`src/rtl/seq_pkg.sv`:
```
// Shared types and default sizing for the sequence serializer and detector bench.
// SEQ_SER_PARITY_EN adds the PARITY state to ser_state_t.
package seq_pkg;

   localparam int unsigned DefWidth = 8;
   localparam int unsigned DefDepth = 4;

`ifdef SEQ_SER_PARITY_EN
   typedef enum logic [1:0] {StIdle, StShift, StParity} ser_state_t;
`else
   typedef enum logic [1:0] {StIdle, StShift} ser_state_t;
`endif

endpackage

```
`src/rtl/seq_sync_fifo.sv`:
```
// Small synchronous FIFO with registered occupancy count.
// Pushes when full and pops when empty are ignored.
module seq_sync_fifo #(
   parameter int unsigned WIDTH = 8,
   parameter int unsigned DEPTH = 4
) (
   input  logic                    clk,
   input  logic                    rst,
   input  logic                    i_push,
   input  logic [WIDTH-1:0]        i_data,
   input  logic                    i_pop,
   output logic [WIDTH-1:0]        o_data,
   output logic [$clog2(DEPTH):0]  o_count
);

   localparam int unsigned PtrW = $clog2(DEPTH);
   localparam logic [PtrW:0] Full = DEPTH[PtrW:0];

   logic [WIDTH-1:0] r_mem [DEPTH];
   logic [PtrW-1:0]  r_wr_ptr;
   logic [PtrW-1:0]  r_rd_ptr;
   logic [PtrW:0]    r_count;
   logic             w_push;
   logic             w_pop;

   assign w_push  = i_push && (r_count < Full);
   assign w_pop   = i_pop && (r_count != '0);
   assign o_data  = r_mem[r_rd_ptr];
   assign o_count = r_count;

   always_ff @(posedge clk or negedge rst) begin
      if (!rst) begin
         r_wr_ptr <= '0;
         r_rd_ptr <= '0;
         r_count  <= '0;
      end else begin
         if (w_push) r_wr_ptr <= r_wr_ptr + 1'b1;
         if (w_pop)  r_rd_ptr <= r_rd_ptr + 1'b1;
         if (w_push && !w_pop)      r_count <= r_count + 1'b1;
         else if (w_pop && !w_push) r_count <= r_count - 1'b1;
      end
   end

   // Storage needs no reset; pointers define validity.
   always_ff @(posedge clk) begin
      if (w_push) r_mem[r_wr_ptr] <= i_data;
   end

endmodule

```
`src/rtl/seq_bit_serializer.sv`:
```
// Word-to-bit serializer feeding the sequence detector; FIFO-buffered, gap-free when fed.
// Define SEQ_SER_PARITY_EN to append an even-parity bit after each word.
module seq_bit_serializer
   import seq_pkg::*;
#(
   parameter int unsigned WIDTH     = DefWidth,
   parameter int unsigned DEPTH     = DefDepth,
   parameter bit          MSB_FIRST = 1'b1,
   parameter bit          IDLE_BIT  = 1'b0
) (
   input  logic                    clk,
   input  logic                    rst,
   input  logic [WIDTH-1:0]        in_data,
   input  logic                    in_valid,
   output logic                    in_ready,
   output logic                    bit_out,
   output logic                    bit_valid,
   output logic                    word_start,
   output logic                    word_last,
   output logic [$clog2(DEPTH):0]  fifo_count
);

   localparam int unsigned CntW = (WIDTH > 1) ? $clog2(WIDTH) : 1;
   localparam logic [$clog2(DEPTH):0] Full = DEPTH[$clog2(DEPTH):0];

   ser_state_t       r_state;
   logic             r_init;
   logic [WIDTH-1:0] r_shift;
   logic [CntW-1:0]  r_cnt;
   logic             r_bit;
   logic             r_valid;
   logic             r_start;
   logic             r_last;
`ifdef SEQ_SER_PARITY_EN
   logic             r_par;
`endif

   logic [WIDTH-1:0] w_fifo_data;
   logic [WIDTH-1:0] w_load_shift;
   logic [WIDTH-1:0] w_run_shift;
   logic             w_first;
   logic             w_next;
   logic             w_push;
   logic             w_word_done;
   logic             w_load;

   // r_init holds in_ready low until the first edge after reset release.
   assign in_ready   = r_init && (fifo_count < Full);
   assign w_push     = in_valid && in_ready;
   assign bit_out    = r_bit;
   assign bit_valid  = r_valid;
   assign word_start = r_start;
   assign word_last  = r_last;

   assign w_first      = MSB_FIRST ? w_fifo_data[WIDTH-1] : w_fifo_data[0];
   assign w_next       = MSB_FIRST ? r_shift[WIDTH-1] : r_shift[0];
   assign w_load_shift = MSB_FIRST ? (w_fifo_data << 1) : (w_fifo_data >> 1);
   assign w_run_shift  = MSB_FIRST ? (r_shift << 1) : (r_shift >> 1);

`ifdef SEQ_SER_PARITY_EN
   assign w_word_done = (r_state == StParity);
`else
   assign w_word_done = (r_state == StShift) && (r_cnt == '0);
`endif
   assign w_load = (fifo_count != '0) && ((r_state == StIdle) || w_word_done);

   seq_sync_fifo #(
      .WIDTH (WIDTH),
      .DEPTH (DEPTH)
   ) u_fifo (
      .clk     (clk),
      .rst     (rst),
      .i_push  (w_push),
      .i_data  (in_data),
      .i_pop   (w_load),
      .o_data  (w_fifo_data),
      .o_count (fifo_count)
   );

   always_ff @(posedge clk or negedge rst) begin
      if (!rst) begin
         r_state <= StIdle;
         r_init  <= 1'b0;
         r_shift <= '0;
         r_cnt   <= '0;
         r_bit   <= IDLE_BIT;
         r_valid <= 1'b0;
         r_start <= 1'b0;
         r_last  <= 1'b0;
`ifdef SEQ_SER_PARITY_EN
         r_par   <= 1'b0;
`endif
      end else begin
         r_init <= 1'b1;
         if (w_load) begin
            // First bit goes out on the pop edge; the rest waits in r_shift.
            r_state <= StShift;
            r_shift <= w_load_shift;
            r_cnt   <= CntW'(WIDTH - 1);
            r_bit   <= w_first;
            r_valid <= 1'b1;
            r_start <= 1'b1;
`ifdef SEQ_SER_PARITY_EN
            r_last  <= 1'b0;
            r_par   <= ^w_fifo_data;
`else
            r_last  <= (WIDTH == 1);
`endif
         end else begin
            unique case (r_state)
               StShift: begin
                  if (r_cnt != '0) begin
                     r_shift <= w_run_shift;
                     r_cnt   <= r_cnt - 1'b1;
                     r_bit   <= w_next;
                     r_start <= 1'b0;
`ifdef SEQ_SER_PARITY_EN
                     r_last  <= 1'b0;
`else
                     r_last  <= (r_cnt == CntW'(1));
`endif
                  end else begin
`ifdef SEQ_SER_PARITY_EN
                     r_state <= StParity;
                     r_bit   <= r_par;
                     r_start <= 1'b0;
                     r_last  <= 1'b1;
`else
                     r_state <= StIdle;
                     r_bit   <= IDLE_BIT;
                     r_valid <= 1'b0;
                     r_start <= 1'b0;
                     r_last  <= 1'b0;
`endif
                  end
               end
               default: begin
                  r_state <= StIdle;
                  r_bit   <= IDLE_BIT;
                  r_valid <= 1'b0;
                  r_start <= 1'b0;
                  r_last  <= 1'b0;
               end
            endcase
         end
      end
   end

endmodule

```
`config.mk`:
```
export PLATFORM = sky130hd
export DESIGN_NAME = seq_bit_serializer
export DESIGN_NICKNAME = d
export VERILOG_FILES = /design/src/rtl/seq_pkg.sv /design/src/rtl/seq_sync_fifo.sv /design/src/rtl/seq_bit_serializer.sv
export SDC_FILE = /design/constraint.sdc
export NUM_CORES = 1
export LEC_CHECK = 0
export CAP_MARGIN = 20
export CORE_MARGIN = 2
export CORE_UTILIZATION = 59
export CTS_BUF_LIST = sky130_fd_sc_hd__clkbuf_8
export CTS_CLUSTER_DIAMETER = 200
export DETAILED_ROUTE_END_ITERATION = 16
export GPL_TIMING_DRIVEN = 0
export PLACE_DENSITY_LB_ADDON = 0.25
export SLEW_MARGIN = 10
export SYNTH_ARGS = -nofsm -noshare
export SYNTH_HDL_FRONTEND = slang
export SYNTH_SLANG_ARGS = --single-unit
```
`constraint.sdc`:
```
create_clock -name clk -period 3.3 [get_ports clk]
set_input_delay 0.66 -clock clk [delete_from_list [all_inputs] [get_ports clk]]
set_output_delay 0.66 -clock clk [all_outputs]
set_load 0.03 [all_outputs]
```
**Yosys cells after proc, flatten, opt, wreduce, memory -nomap -nowiden**

Memory sizes are Yosys's and may differ from the RTL's.
Index checks and enable logic that the tools add are counted.

- Equal/unequal tests: 3
- Order comparisons: 1
- Reduce and logical (&&, ||, !) cells: 19
- Multiplexer cells: 23
- $add $sub $neg: 5

Operator list:

| cell | number |
|---|---|
| 8-bit 2-to-1 mux | 3 |
| 3-bit 2-to-1 mux | 5 |
| 1-bit 2-to-1 mux | 12 |
| 1-bit logical AND | 8 |
| 2-bit 2-to-1 mux | 3 |
| 2-bit nonzero test | 3 |
| 3-bit nonzero test | 2 |
| 3-bit by 1-bit subtractor with 3-bit output, second input constant | 2 |
| 2-bit by 1-bit adder with 2-bit output, second input constant | 2 |
| 3-bit by 1-bit adder with 3-bit output, second input constant | 1 |
| 3-bit by 1-bit equality test with 1-bit output, second input constant | 1 |
| 3-bit zero test | 1 |
| 3-bit < comparator, second input constant | 1 |
| 3-bit by 2-bit != test with 1-bit output, second input constant | 1 |
| 2-bit by 1-bit equality test with 1-bit output, second input constant | 1 |
| 1-bit zero test | 2 |
| 2-bit zero test | 1 |
| 2-bit AND reduction | 1 |
| 1-bit logical OR | 1 |

- Input bits: 11
- Bits in registers: 25
- Bits in writable memories: 32
- Output and inout bits: 8
- Memories kept: 1
- Word-level logic and storage cells: 63

Memory list:

| memory | words | bits a word | read ports | clocked after Yosys merged registers in | write ports | RTL line | source |
|---|---|---|---|---|---|---|---|
| u_fifo.r_mem | 4 | 8 | 1 | 0 | 1 | seq_sync_fifo.sv:19 | `logic [WIDTH-1:0] r_mem [DEPTH];` |

**Depth between registers and ports, before layout**

- Depth after elaboration: 8
- Mapped depth: 12
- Depth with buffers taken out: 12

**Hierarchy**

Synthesis repeated with hierarchy kept, for this count alone.

- Cell total of the unflattened synthesis: 131
- Area, all modules: 2245.9 sq um

By module, submodules not included:

| module | cells each | instances | area an instance (sq um) |
|---|---|---|---|
| seq_sync_fifo | 76 | 1 | 1560.2 |
| seq_bit_serializer | 55 | 1 | 685.7 |

**Worst setup path after synthesis**

Ideal clock, no wire load.

- Path type: register to register
- Start point: register u_fifo.r_count[2], in the netlist u_fifo.o_count[2]
- End point: register u_fifo.r_count[2], in the netlist u_fifo.o_count[2]
- Setup slack: 0.823 ns
- Stages on the path, launching flop included: 9
- Buffers on the path: 0
- Setup time: 0.081 ns
- Data arrival time: 2.396 ns
- Cells stage by stage: dfrtp_1 nor2b_1 and2_0 ha_1 inv_1 fa_1 xor2_1 nor2_1 xor2_1

- Longest elaborated chain between the ends: 7
- Elaborated cells between the ends (all ways): 16

RTL lines:

| what | RTL line | source |
|---|---|---|
| start: declaration | seq_sync_fifo.sv:22 | `logic [PtrW:0] r_count;` |
| start signal: assignment | seq_sync_fifo.sv:39 | `if (w_push && !w_pop) r_count <= r_count + 1'b1;` |
| start signal: assignment | seq_sync_fifo.sv:40 | `else if (w_pop && !w_push) r_count <= r_count - 1'b1;` |
| 3-bit < comparator * | seq_bit_serializer.sv:48 | `assign in_ready = r_init && (fifo_count < Full);` |
| 1-bit logical AND * | seq_bit_serializer.sv:48 |  |
| named net in_ready | seq_bit_serializer.sv:15 | `output logic in_ready,` |
| 1-bit logical AND * | seq_bit_serializer.sv:49 | `assign w_push = in_valid && in_ready;` |
| 1-bit logical AND * | seq_sync_fifo.sv:26 | `assign w_push = i_push && (r_count < Full);` |
| named net u_fifo.w_push | seq_sync_fifo.sv:23 | `logic w_push;` |
| 1-bit zero test | seq_sync_fifo.sv:40 |  |
| 1-bit logical AND | seq_sync_fifo.sv:40 |  |
| 2-bit nonzero test (no source line) | - |  |

The timed path passes the listed nets; every way through them passes the cells marked *. The select of a mux whose other input is x is not followed.
A chain may end at the register's enable or synchronous reset.

**Worst setup path after layout**

- Start point: register r_cnt[0]
- End point: register u_fifo.r_count[2], in the netlist u_fifo.o_count[2]

- Longest elaborated chain between the ends: 8
- Elaborated cells between the ends (all ways): 10

RTL lines:

| what | RTL line | source |
|---|---|---|
| start: declaration | seq_bit_serializer.sv:29 | `logic [CntW-1:0] r_cnt;` |
| start signal: assignment | seq_bit_serializer.sv:99 | `r_cnt <= CntW'(WIDTH - 1);` |
| start signal: assignment | seq_bit_serializer.sv:114 | `r_cnt <= r_cnt - 1'b1;` |
| 3-bit zero test * | seq_bit_serializer.sv:63 | `assign w_word_done = (r_state == StShift) && (r_cnt == '0);` |
| 1-bit logical AND * | seq_bit_serializer.sv:63 |  |
| 1-bit logical OR * | seq_bit_serializer.sv:65 | `assign w_load = (fifo_count != '0) && ((r_state == StIdle) \|\| w_word_done);` |
| 1-bit logical AND * | seq_bit_serializer.sv:65 |  |
| named net u_fifo.i_pop | seq_sync_fifo.sv:11 | `input logic i_pop,` |
| 1-bit logical AND * | seq_sync_fifo.sv:27 | `assign w_pop = i_pop && (r_count != '0);` |
| 1-bit zero test | seq_sync_fifo.sv:39 |  |
| 1-bit logical AND | seq_sync_fifo.sv:39 |  |
| 3-bit 2-to-1 mux or 2-bit nonzero test (tied branches) | - |  |

The timed path passes the listed nets; every way through them passes the cells marked *.

==> impl_metrics.py <==
metrics = {
    "status": {
        "status": "completed",
    },
    "setup_path": {
        "startpoint_type": "flop",
        "cp_data_arrival_time_ps": 2790,
        "startpoint": "r_cnt[0]",
        "path_depth": 12,
        "critical-path-max-stage-delay_ps": 400,
        "worstSetupEndpointType": "flop",
        "critical_path.cell_chain": "inv_1 > ha_1 > ha_1 > nor2b_1 > nor2_1 > inv_1 > ha_1 > inv_1 > fa_1 > xor2_1 > nor2_1 > xor2_1",
        "timing.rr.end": "u_fifo.o_count[2]",
        "worst-path-buf-inv": 3,
        "endpoint": "u_fifo.o_count[2]",
        "reg2reg_depth": 12,
        "crit_family": "adder cells",
        "crit_fanout": 5,
        "reg2reg_setup_slack_ps": 740,
        "criticalPathCategory": "reg -> reg",
        "timing.rr.start": "r_cnt[0]",
        "slowest_stage": "dfrtp_1",
        "required_ps": 3530,
    },
    "synth": {
        "synth_mux_area_frac": 0.0965,
        "synth-simple-area-share": 0.0592,
        "synth_top_family_by_area": "multiplexers",
        "synthDistinctLibCells": 27,
        "synthAdderAreaFrac": 0.0551,
        "yosysSeqAreaShare": 0.694,
        "syn_inst": 125,
        "synth_top_cell_by_area": "edfxtp_1",
        "syn_area_sq_mm": 0.00218,
        "syn_area_per_cell_sq_um": 17.4,
        "synth-compound-area-share": 0.0448,
        "syn_nets": 145,
        "ys_ff_latch": 54,
        "yosysTopAreaCellShare": 0.441,
        "ys_warn_count": 0,
        "synth_area_leaders": "edfxtp_1 44%, dfrtp_1 25%, mux4_2 6.2%",
        "synth-xor-area-share": 0.0241,
    },
    "drt": {
        "drc": 0,
        "wirelength_um": 3280,
        "via_per_inst": 5.62,
        "ant_nets": 0,
        "vias": 1123,
        "drtIter0Drc": 95,
        "wl_per_cell_um": 16.4,
        "drt_pass1_iterations": 4,
    },
    "clock_network": {
        "ctsHoldBuffers": 0,
        "clkLatencyLatePin_ps": 300,
        "post_cts_resized": 0,
        "cts_tree": "yes",
        "clk_path_buf_depth": 2,
        "post_cts_buffers": 0,
        "cts-root-buf": "clkbuf_8",
        "cts_made_buffers": 5,
        "htree_levels": 2,
        "cts.sinks": 54,
        "clk_pin_slew_ps": 90,
    },
    "final_layout": {
        "instances_no_fill": 200,
        "nets": 171,
        "fin_area_sq_mm": 0.00254,
        "layout-drive-gt1-share": 0.132,
        "final_core_util": 0.705,
        "syn_to_final_growth_pct": 16.7,
        "diodes": 0,
        "num-fill-cells": 246,
    },
    "global_routing": {
        "grt.total_usage": 0.178,
        "overflow": 0,
        "grt_pass1_wl_um": 5470,
        "grt_pass1_vias": 1154,
        "antenna_found_initial": 0,
        "grt_max_degree": 23,
    },
    "power": {
        "ir_drop_uv": 409,
        "powerDensity_mw_per_mm2": 802,
        "p_leak_nw": 1.02,
    },
    "worst_hold_path": {
        "min_path_type": "reg -> reg",
    },
    "timing": {
        "post-route-period-util": 0.777,
        "relSlewSlack": 0.644,
        "drv_slew": 0,
        "whs_ps": 520,
        "worstMarginPinSlew_ps": 534,
        "hold_violations": 0,
        "grt_setup_unrepaired": "false",
        "fin_skew_ps": 7.27,
        "fin_crit_ps": 2560,
        "finalSetupTns_ps": 0,
        "fmax_ghz": 0.390,
        "setup_viol": 0,
    },
    "placed_design": {
        "placed_area_sq_mm": 0.00242,
        "hpwl_um": 2300,
        "place_congestion": 0.745,
        "port_buffers": 18,
        "place_inst": 191,
    },
    "floorplan": {
        "row_count": 22,
        "fp.coreArea_sq_mm": 0.00361,
        "initial_core_util": 0.604,
        "dieArea_sq_mm": 0.00419,
        "die_w_um": 64.8,
        "io_pins": 19,
        "fp.dieH_um": 64.8,
    },
    "flow_run": {
        "cap_violations": 0,
    },
}
## cells by family after synthesis
| logic type | Yosys count |
|---|---|
| XOR/XNOR | 6 |
| AO/OA/AOI/OAI | 11 |
| other | 1 |
| flip-flops | 54 |
| buffers and inverters | 12 |
| adder cells (fa/ha/maj) | 9 |
| multiplexers | 10 |
| AND/OR/NAND/NOR | 22 |
## final cells by class
| type | count | area [sq um] | area share |
|---|---|---|---|
| Tap cell | 48 | 60.1 | 0.0236 |
| Timing Repair Buffer | 19 | 195 | 0.0768 |
| Multi-Input combinational cell | 59 | 613 | 0.241 |
| Buffer | 4 | 23.8 | 0.00935 |
| Clock buffer | 5 | 68.8 | 0.0271 |
| Sequential cell | 54 | 1510 | 0.594 |
| Clock inverter | 3 | 40.0 | 0.0157 |
| Inverter | 8 | 30.0 | 0.0118 |
## cells in the final DEF (no fill, tap or decap), types with 3 or more instances in the layout
cell	n
inv_1	8
a221o_1	6
xnor2_1	3
mux4_2	6
xor2_1	3
ha_1	8
clkbuf_8	5
and3_1	11
clkdlybuf4s50_1	18
dfrtp_1	22
edfxtp_1	32
## worst reg2reg max path, delay by kind of cell, from the launching register on
family | cells | cell delay, ps
adder cells (fa/ha/maj) | 4 | 940
buffers and inverters | 3 | 230
flip-flops | 1 | 400
AND/OR/NAND/NOR | 3 | 630
XOR/XNOR | 2 | 300
## power breakdown
group / internal (W) / switching (W)
Combinational: 0.000332 / 0.000345
Clock: 0.000223 / 0.000200
Sequential: 0.000859 / 0.0000813
Total: 0.00141 / 0.000626
## registers in the layout, summed over array words and instances (netlist names)
signal and cells:
bit_out 1, r_cnt 3, r_init 1, r_shift 7, r_state 1, u_fifo.o_count 3, u_fifo.r_mem 32, u_fifo.r_rd_ptr 2
u_fifo.r_wr_ptr 2, word_last 1, word_start 1
## cells in the mapped netlist
library cell	number
and3_1	11
mux4_1	2
fa_1	1
conb_1	1
inv_1	8
nor2_2	1
ha_1	8
and2_0	1
mux2_2	2
xnor2_1	3
edfxtp_1	32
buf_2	1
nor2_1	2
nand3_1	1
nor3_1	2
clkbuf_1	2
dfrtp_1	22
mux4_2	6
a221o_1	6
a22oi_1	2
a21oi_1	1
a22o_1	2
or3_1	1
buf_6	1
nor2b_1	2
nand2b_1	1
xor2_1	3
## per-stage QoR
| step | power [W] | setup WS, ps |
|---|---|---|
| final | 0.00204 | 735 |
| after detailed placement | 0.00164 | 706 |
| after global routing | 0.00217 | 479 |
| after floorplan | 0.00142 | 823 |
| after global placement | 0.00159 | 783 |
| after CTS | 0.00206 | 739 |
## routing by layer
layer / track usage / routed length (um) / vias to the layer above
li1: - / - / 524
met1: 0.226 / 1360 / 569
met2: 0.291 / 1740 / 26
met3: 0.0660 / 152 / 4
met4: 0.0479 / 19 / 0
met5: 0 / 0 / -
## worst min-delay path by stage
| stage | startpoint | to | slack, ps | cells past startpoint |
|---|---|---|---|---|
| after floorplan | rst | bit_out | 360 | 0 |
| after global placement | r_cnt[0] | r_cnt[0] | 490 | 1 |
| after detailed placement | r_shift[1] | r_shift[1] | 500 | 1 |
| after CTS | r_cnt[0] | r_cnt[0] | 520 | 1 |
| after global routing | r_shift[6] | r_shift[6] | 540 | 1 |
| final | r_shift[1] | r_shift[1] | 520 | 1 |
No activity file was read; power rests on OpenSTA's default activity.
